===== src/rtl/fetch_unit.sv =====
// Instruction fetch: reads 16-byte lines as 4-beat bursts into a line buffer and
// streams one instruction per cycle to decode, with stall, redirect and range check.
module fetch_unit #(
   parameter logic [31:0] START_ADDR = 32'h0,
   parameter logic [31:0] MEM_BYTES  = 32'd1048576
) (
   input  logic        clk,
   input  logic        reset,
   input  logic        stall,
   input  logic        redirect,
   input  logic [31:0] redirect_addr,
   output logic        instr_valid,
   output logic [31:0] instr,
   output logic [31:0] instr_pc,
   output logic        fetch_error,
   output logic        mem_enable,
   output logic        mem_rd_wr,
   output logic [1:0]  mem_access_size,
   output logic [31:0] mem_addr,
   output logic [31:0] mem_data_in,
   input  logic [31:0] mem_data_out,
   input  logic        mem_busy
);
   typedef enum logic [1:0] {S_REQ, S_BURST, S_DELIVER, S_ERROR} state_t;

   state_t         state_q, state_d;
   logic [31:0]    pc_q, pc_d;
   logic [31:0]    redir_pc_q, redir_pc_d;
   logic           redir_pend_q, redir_pend_d;
   logic [1:0]     beat_q, beat_d;
   logic [3:0][31:0] line_q;

   logic [31:0]    redir_tgt;
   logic           pc_oor;
   logic           req_fire;
   logic           unused_addr_lsb;

   assign redir_tgt       = {redirect_addr[31:2], 2'b00};
   assign unused_addr_lsb = ^redirect_addr[1:0];
   assign pc_oor          = (pc_q >= MEM_BYTES);
   // Request is a decode of registered state; busy/reset only suppress it.
   assign req_fire        = (state_q == S_REQ) && !pc_oor && !mem_busy && !reset;

   always_comb begin
      state_d      = state_q;
      pc_d         = pc_q;
      beat_d       = beat_q;
      redir_pend_d = redir_pend_q;
      redir_pc_d   = redir_pc_q;
      unique case (state_q)
         S_REQ: begin
            if (req_fire) begin
               state_d = S_BURST;
               beat_d  = 2'd0;
               if (redirect) begin
                  redir_pend_d = 1'b1;
                  redir_pc_d   = redir_tgt;
               end
            end else if (redirect) begin
               pc_d = redir_tgt;
            end else if (pc_oor) begin
               state_d = S_ERROR;
            end
         end
         S_BURST: begin
            beat_d = beat_q + 2'd1;
            if (redirect) begin
               redir_pend_d = 1'b1;
               redir_pc_d   = redir_tgt;
            end
            // A redirect arriving on the last beat is the newest target.
            if (beat_q == 2'd3) begin
               if (redirect || redir_pend_q) begin
                  pc_d         = redirect ? redir_tgt : redir_pc_q;
                  redir_pend_d = 1'b0;
                  state_d      = S_REQ;
               end else begin
                  state_d = S_DELIVER;
               end
            end
         end
         S_DELIVER: begin
            if (redirect) begin
               pc_d    = redir_tgt;
               state_d = S_REQ;
            end else if (!stall) begin
               pc_d = pc_q + 32'd4;
               if (pc_q[3:2] == 2'd3) state_d = S_REQ;
            end
         end
         S_ERROR: begin
            if (redirect) begin
               pc_d    = redir_tgt;
               state_d = S_REQ;
            end
         end
         default: state_d = S_REQ;
      endcase
   end

   always_ff @(posedge clk) begin
      if (reset) begin
         state_q      <= S_REQ;
         pc_q         <= {START_ADDR[31:2], 2'b00};
         beat_q       <= 2'd0;
         redir_pend_q <= 1'b0;
         redir_pc_q   <= 32'h0;
      end else begin
         state_q      <= state_d;
         pc_q         <= pc_d;
         beat_q       <= beat_d;
         redir_pend_q <= redir_pend_d;
         redir_pc_q   <= redir_pc_d;
      end
   end

   always_ff @(posedge clk) begin
      if (!reset && state_q == S_BURST) line_q[beat_q] <= mem_data_out;
   end

   assign instr_valid     = (state_q == S_DELIVER);
   assign instr           = instr_valid ? line_q[pc_q[3:2]] : 32'h0;
   assign instr_pc        = instr_valid ? pc_q : 32'h0;
   assign fetch_error     = (state_q == S_ERROR);
   assign mem_enable      = req_fire;
   assign mem_rd_wr       = req_fire;
   assign mem_access_size = req_fire ? 2'd1 : 2'd0;
   assign mem_addr        = req_fire ? {pc_q[31:4], 4'h0} : 32'h0;
   assign mem_data_in     = 32'h0;
endmodule


===== config.mk =====
export PLATFORM = sky130hd
export DESIGN_NAME = fetch_unit
export DESIGN_NICKNAME = d
export VERILOG_FILES = /design/src/rtl/fetch_unit.sv
export SDC_FILE = /design/constraint.sdc
export NUM_CORES = 1
export LEC_CHECK = 0
export CAP_MARGIN = 20
export CORE_ASPECT_RATIO = 0.5
export CORE_MARGIN = 2
export CORE_UTILIZATION = 30
export DETAILED_ROUTE_END_ITERATION = 10
export HOLD_SLACK_MARGIN = 0.08
export PLACE_DENSITY = 0.57
export SKIP_CTS_REPAIR_TIMING = 1
export SYNTH_ARGS = -nofsm -noshare
export SYNTH_HDL_FRONTEND = slang
export SYNTH_SLANG_ARGS = --single-unit

===== constraint.sdc =====
create_clock -name clk -period 4.75 [get_ports clk]
set_input_delay 0.95 -clock clk [delete_from_list [all_inputs] [get_ports clk]]
set_output_delay 0.95 -clock clk [all_outputs]
set_load 0.01 [all_outputs]

==> results of run 1 <==
## state kept, by name (all words and copies together), names as in the netlist
signal        cells
beat_q            2
redir_pc_q       32
line_q          128
state_q           2
redir_pend_q      1
pc_q             32
## metal layers
layer / wire length (µm) / vias up / global-route usage
li1: - / 3301 / -
met1: 11300 / 3566 / 0.196
met2: 13200 / 233 / 0.273
met3: 1150 / 30 / 0.0320
met4: 593 / 0 / 0.0585
met5: 0 / - / 0
## cell usage in the layout (no fill, tap or decap), types with 3 or more instances in the layout
cell type	count
nor4_2	3
a222oi_1	4
o211ai_1	4
and3_1	4
conb_1	49
a211oi_1	5
o22ai_1	5
inv_1	21
a31oi_1	9
inv_8	7
nor4_1	7
nand2_1	79
clkdlybuf4s50_1	150
a22oi_1	7
o21a_1	3
o32ai_1	6
and3_2	4
and2_1	68
o21ai_0	41
nor2b_1	4
dfxtp_1	67
edfxtp_1	128
nor2_1	46
buf_4	12
a22o_1	11
a21oi_1	65
mux4_2	32
a221oi_1	5
or2_2	3
nor3_1	18
nand4_1	12
o31a_1	4
nand3_1	16
nand2b_1	8
and4_1	4
ha_1	9
clkbuf_16	17
## cell type report
cell class                 count  area [µm²]  share of cell area
clock inverter                15         160              0.0135
antenna                        1        2.50            0.000210
tap                          432         541              0.0454
timing repair buffer         164        1610               0.135
sequential                   197        5230               0.439
multi-input combinational    575        3850               0.323
inverter                      22        82.6             0.00694
clock buffer                  17         425              0.0358
## final timing paths
kind / start / endpoint / slack [ns] / cells past startpoint
max: mem_busy / mem_addr[6] / 0.70 / 6
min: redir_pc_q[9] / redir_pc_q[9] / 0.46 / 2
max reg2reg: state_q[0] / pc_q[28] / 1.37 / 9
min reg2reg: redir_pc_q[9] / redir_pc_q[9] / 0.46 / 2
## stage by stage
step / hold WS (ns) / total power, mW
final: 0.459 / 5.86
after global routing: 0.475 / 6.20
after CTS: 0.459 / 5.93
after detailed placement: 0.448 / 4.45
after global placement: 0.440 / 4.42
after floorplan: 0.433 / 3.65
## worst max-delay path: stages
cell             delay [ns]
clkdlybuf4s50_1        0.42
nor4_1                 0.23
nand4_2                0.31
inv_2                  0.45
and2_1                 0.20
clkdlybuf4s50_1        0.54
## cells by family after synthesis
group | synth area share
adders and majority gates | 0.0130
xor gates and xnor gates | 0.00365
and+or+nand+nor | 0.163
other | 0.000391
buffers and inverters | 0.0754
muxes | 0.0772
AOI/OAI and AO/OA | 0.122
DFF | 0.545
## power by group
part / internal (mW) / switching, mW / total, mW / leakage, nW
combinational: 0.949 / 1.18 / 2.13 / 1.93
clock: 0.750 / 0.705 / 1.45 / 0.293
sequential: 2.01 / 0.273 / 2.28 / 1.72
total: 3.71 / 2.16 / 5.86 / 3.94
## synthesized netlist by cell type (3+ instances only)
master / instances
a211oi_1: 5
a21oi_1: 66
a221oi_1: 5
a222oi_1: 4
a22o_1: 11
a22oi_1: 7
a31oi_1: 9
and2_1: 68
and3_1: 8
and4_1: 4
buf_2: 18
buf_4: 56
clkbuf_1: 32
dfxtp_1: 69
edfxtp_1: 128
ha_1: 10
inv_1: 21
mux4_2: 32
nand2_1: 79
nand2b_1: 8
nand3_1: 16
nand4_1: 12
nor2_1: 46
nor2b_1: 4
nor3_1: 18
nor4_1: 7
nor4_2: 3
o211ai_1: 4
o21a_1: 3
o21ai_0: 41
o22ai_1: 5
o31a_1: 4
o32ai_1: 6
or2_2: 3
==> summary.txt, run 1 <==
Routing
  • Pre-antenna DRT Iters: 5
  • Total wire length: 26,300 µm
  • Via count: 7,130
  • Antenna viol nets, final: 0
  • DRC viols: 0
  • Routed len/inst: 18.5 µm
  • Drt initial violations: 602
  • Average vias per placed instance: 5.01

CTS
  • Clk Latency, worst-skew pair: 0.45 ns
  • Total clock sinks: 197
  • CTS tree: done
  • CTS max path bufs: 2
  • H-tree depth: 4
  • CTS Root Cell: clkbuf_16
  • Clk slew on worst S/H paths: 0.06 ns
  • Num CTS Buffers: 17

STA
  • Slew HR: 0.324
  • Worst-Margin Slew: 1.01 ns
  • Final-report setup violation count: 0
  • Final period util: 0.853
  • Fmax: 247 MHz
  • Final Hold Viols: 0
  • Crit path time final: 4.05 ns
  • Max Slew Vio Count: 0
  • Final setup skew: 0.0112 ns
  • Unrepaired setup endpoints after global routing: false
  • Final setup margin: 0.700 ns
  • Setup_tns: 0 ns

Global routing
  • Global-route wire length before repair: 40,000 µm
  • Antenna violations before repair: 0
  • Total track usage: 0.157
  • Vias in the first global route: 6,795
  • GR Overflow Total: 0
  • Largest net degree at the start of global routing: 65

Power and ir drop
  • Pwr Density: 493 nW/µm²
  • Worst vdd ir: 217 µV
  • Leakage: 3.94 nW

Logic synthesis
  • Syn. warnings: 0
  • Cell Area, Synth: 9590 µm²
  • Synth Area per Inst: 11.2 µm²
  • Top cells by area, synth: edfxtp_1 40%, dfxtp_1 14%, mux4_2 7.5%, and2_1 4.4%, buf_4 4.4%
  • Synth area leader: edfxtp_1
  • Synth unique cells: 66
  • Ys async rst share: 0
  • Post-synthesis cell count: 854
  • FF+latch count, synth: 197
  • Post-synth EDFFs: 128
  • Sequential share of the synthesized area: 0.545
  • Post-synth top area share: 0.401
  • Main synth FF type: edfxtp_1

Finish
  • Final Core Density: 0.377
  • Share of cells above drive strength 1: 0.102
  • Final net count: 1,056
  • Post-route cell area: 11,900 µm²
  • Area growth, synth to finish: 24.0%
  • FILL cells: 3,067
  • Final non-filler cell total: 1,423

Placed design
  • Area post-placement: 11,300 µm²
  • Final GP Congestion: 0.889
  • Placed cells: 1,389
  • Final HPWL DP: 17,000 µm
  • IO Port Bufs: 151
  • Pre-CTS setup slack: 0.709 ns

Floorplan
  • Die height: 130 µm
  • Die area: 33,500 µm²
  • Starting density of the core: 0.304
  • I/O pin count: 203
  • Rows: 46
  • Chip width: 257 µm
  • Core Region: 31,600 µm²

Status
  • Status: finished clean

Critical path
  • Crit start category: input pin
  • CP arrival: 3.10 ns
  • Crit. End Element: output port
  • Worst EP required: 3.80 ns
  • Max FO, Critical Path: 22
  • CP Class: in2out

Hold path
  • Hold crit path type: reg2reg

Flow run
  • Max-cap viol count: 0
Note: power is estimated with default switching activity, not from simulation.
==> run 2, diff against run 1 <==
- PLACE_DENSITY: 0.57 -> 0.59
- clock period: 4.75 -> 3.7 ns (I/O delays scaled with it)
==> run 2 against run 1 <==
  * Global-route usage fell by 0.21 points
  * Utilization rose by 0.32 points
  * Via count fell by 1.1%
  * Critical path type is now reg2out
==> summary.txt, run 2 (same netlist as run 1, synthesis figures left out) <==
Floorplan
  • I/O pin count: 203 (unchanged)
  • Die area: 33,500 µm² (unchanged)
  • Rows: 46 (unchanged)
  • Chip width: 257 µm (unchanged)
  • Die height: 130 µm (unchanged)
  • Core Region: 31,600 µm² (unchanged)
  • Starting density of the core: 0.304 (unchanged)

STA
  • Final-report setup violation count: 0 (unchanged)
  • Unrepaired setup endpoints after global routing: false (unchanged)
  • Final setup skew: 0.00902 ns (was 0.0112 ns)
  • Slew HR: 0.521 (was 0.324)
  • Setup_tns: 0 ns (unchanged)
  • Crit path time final: 3.48 ns
  • Final Hold Viols: 0 (unchanged)
  • Fmax: 287 MHz
  • Max Slew Vio Count: 0 (unchanged)
  • Worst-Margin Slew: 0.718 ns (was 1.01 ns)
  • Final period util: 0.940

Critical path
  • R2R setup slack: 0.91 ns (was 1.37 ns)
  • Slowest stage delay, CP: 0.54 ns (about the same)
  • Crit. End Element: output port (unchanged)
  • FF-to-FF Start: pc_q[2] (was state_q[0])
  • Worst-path cell chain: inv_1 > ha_1 > nor4b_2 > nand4_2 > inv_2 > and2_1 > clkdlybuf4s50_1 (was clkdlybuf4s50_1 > nor4_1 > nand4_2 > inv_2 > and2_1 > clkdlybuf4s50_1)
  • CP arrival: 2.74 ns (was 3.10 ns)
  • Max FO, Critical Path: 23 (was 22)
  • CP Class: reg2out (was in2out)
  • Crit start category: register (was input pin)
  • Worst Setup SP: state_q[0] (was mem_busy)
  • Worst EP required: 2.96 ns (was 3.80 ns)
  • Slowest CP cell: clkdlybuf4s50_1 (unchanged)

Routing
  • Drt initial violations: 670 (was 602)
  • DRC viols: 0 (unchanged)
  • Total wire length: 25,900 µm (was 26,300 µm)
  • Average vias per placed instance: 4.92 (was 5.01)
  • Antenna viol nets, final: 0 (unchanged)
  • Pre-antenna DRT Iters: 5 (unchanged)
  • Via count: 7,049 (was 7,130)
  • Routed len/inst: 18.1 µm (was 18.5 µm)

CTS
  • Clk slew on worst S/H paths: 0.07 ns (was 0.06 ns)
  • Clk Latency, worst-skew pair: 0.45 ns (about the same)
  • CTS tree: done (unchanged)
  • CTS max path bufs: 2 (unchanged)
  • H-tree depth: 4 (unchanged)
  • CTS Root Cell: clkbuf_16 (unchanged)
  • Num CTS Buffers: 17 (unchanged)
  • Total clock sinks: 197 (unchanged)

Power and ir drop
  • Worst vdd ir: 377 µV (was 217 µV)
  • Total design power: 7.48 mW (was 5.86 mW)
  • Leakage: 3.98 nW (was 3.94 nW)
  • Pwr Density: 624 nW/µm² (was 493 nW/µm²)

Flow run
  • Max-cap viol count: 0 (unchanged)

Finish
  • Most frequent cells in the layout: 150 x clkdlybuf4s50_1, 128 x edfxtp_1, 79 x nand2_1 (unchanged)
  • FILL cells: 3,039 (was 3,067)
  • Biggest registers after layout: line_q: 128 flops, pc_q: 32 flops, redir_pc_q: 32 flops (unchanged)
  • Most common cell after layout, fill and taps aside: clkdlybuf4s50_1 (unchanged)
  • Area growth, synth to finish: 25.1% (was 24.0%)
  • Biggest register: line_q (unchanged)
  • Largest register FFs: 128 (unchanged)
  • Final net count: 1,065 (was 1,056)
  • Share of cells above drive strength 1: 0.109 (was 0.102)

Placed design
  • IO Port Bufs: 151 (unchanged)
  • Final HPWL DP: 17,100 µm (was 17,000 µm)
  • Final GP Congestion: 0.920 (was 0.889)

Global routing
  • GR Overflow Total: 0 (unchanged)
  • Antenna violations before repair: 0 (unchanged)
  • Global-route wire length before repair: 39,600 µm (was 40,000 µm)
  • Vias in the first global route: 6,788 (was 6,795)
  • Largest net degree at the start of global routing: 71 (was 65)
  • Total track usage: 0.155 (was 0.157)

Hold path
  • Hold crit path type: reg2reg (unchanged)
  • Min-delay src: redir_pc_q[10] (was redir_pc_q[9])

Status
  • Status: finished clean (unchanged)
## run 2: cell count changes in the layout (fill, tap and decap cells not counted), moves of 2 or more
| cell | delta |
|---|---|
| buf_12 | +7 |
| buf_4 | +3 |
| clkbuf_1 | +2 |
| clkinv_4 | +2 |
| clkinvlp_4 | +2 |
| inv_8 | -2 |
## run 2: worst paths after layout
kind / depth (start not counted) / endpoint
worst min register to register: 2 / redir_pc_q[10]
worst max-delay path: 7 / mem_addr[5]
worst max register to register: 7 / pc_q[30]
worst min-delay path: 2 / redir_pc_q[10]
## run 2: metal layers
| metal | share of wire | GRT usage | routed length, µm |
|---|---|---|---|
| met1 | 0.44 | 0.191 | 11300 |
| met2 | 0.50 | 0.275 | 13000 |
| met3 | 0.038 | 0.0287 | 981 |
| met4 | 0.020 | 0.0585 | 521 |
| met5 | 0 | 0 | 0 |
## run 2: layout make-up
| class | count | area [µm²] | share of cell area |
|---|---|---|---|
| diodes | 1 | 2.50 | 0.000209 |
| clock buffers | 19 | 433 | 0.0361 |
| clock inverters | 13 | 115 | 0.00959 |
| inverters | 22 | 82.6 | 0.00688 |
| multi-input cells | 575 | 3840 | 0.320 |
| flip-flops and latches | 197 | 5230 | 0.436 |
| well taps | 432 | 541 | 0.0450 |
| repair buffers | 173 | 1760 | 0.147 |
## run 2: critical path: cells and delay by family (launching register included)
family / cells / cell delay (ns)
buffers and inverters: 3 / 1.01
and+or+nand+nor: 3 / 0.64
DFF: 1 / 0.34
adders and majority gates: 1 / 0.29
## run 2: power breakdown
group          switching, mW  leakage [nW]  total, mW  internal, mW
sequential             0.308          1.72       2.89          2.58
clock                  0.880         0.265       1.77         0.885
combinational           1.55          2.00       2.83          1.28
## run 2: per-stage QoR
| stage | area, µm² | std cells | util | hold slack (ns) | setup WS, ns |
|---|---|---|---|---|---|
| after global routing | 12000 | 1431 | 0.380 | 0.473 | 0.0460 |
| after CTS | 12000 | 1431 | 0.380 | 0.461 | 0.213 |
| final | 12000 | 1432 | 0.380 | 0.459 | 0.222 |
| after floorplan | 9770 | 902 | - | 0.433 | 1.01 |
| after global placement | 11400 | 1399 | 0.362 | 0.442 | 0.271 |
| after detailed placement | 11400 | 1399 | 0.362 | 0.451 | 0.250 |
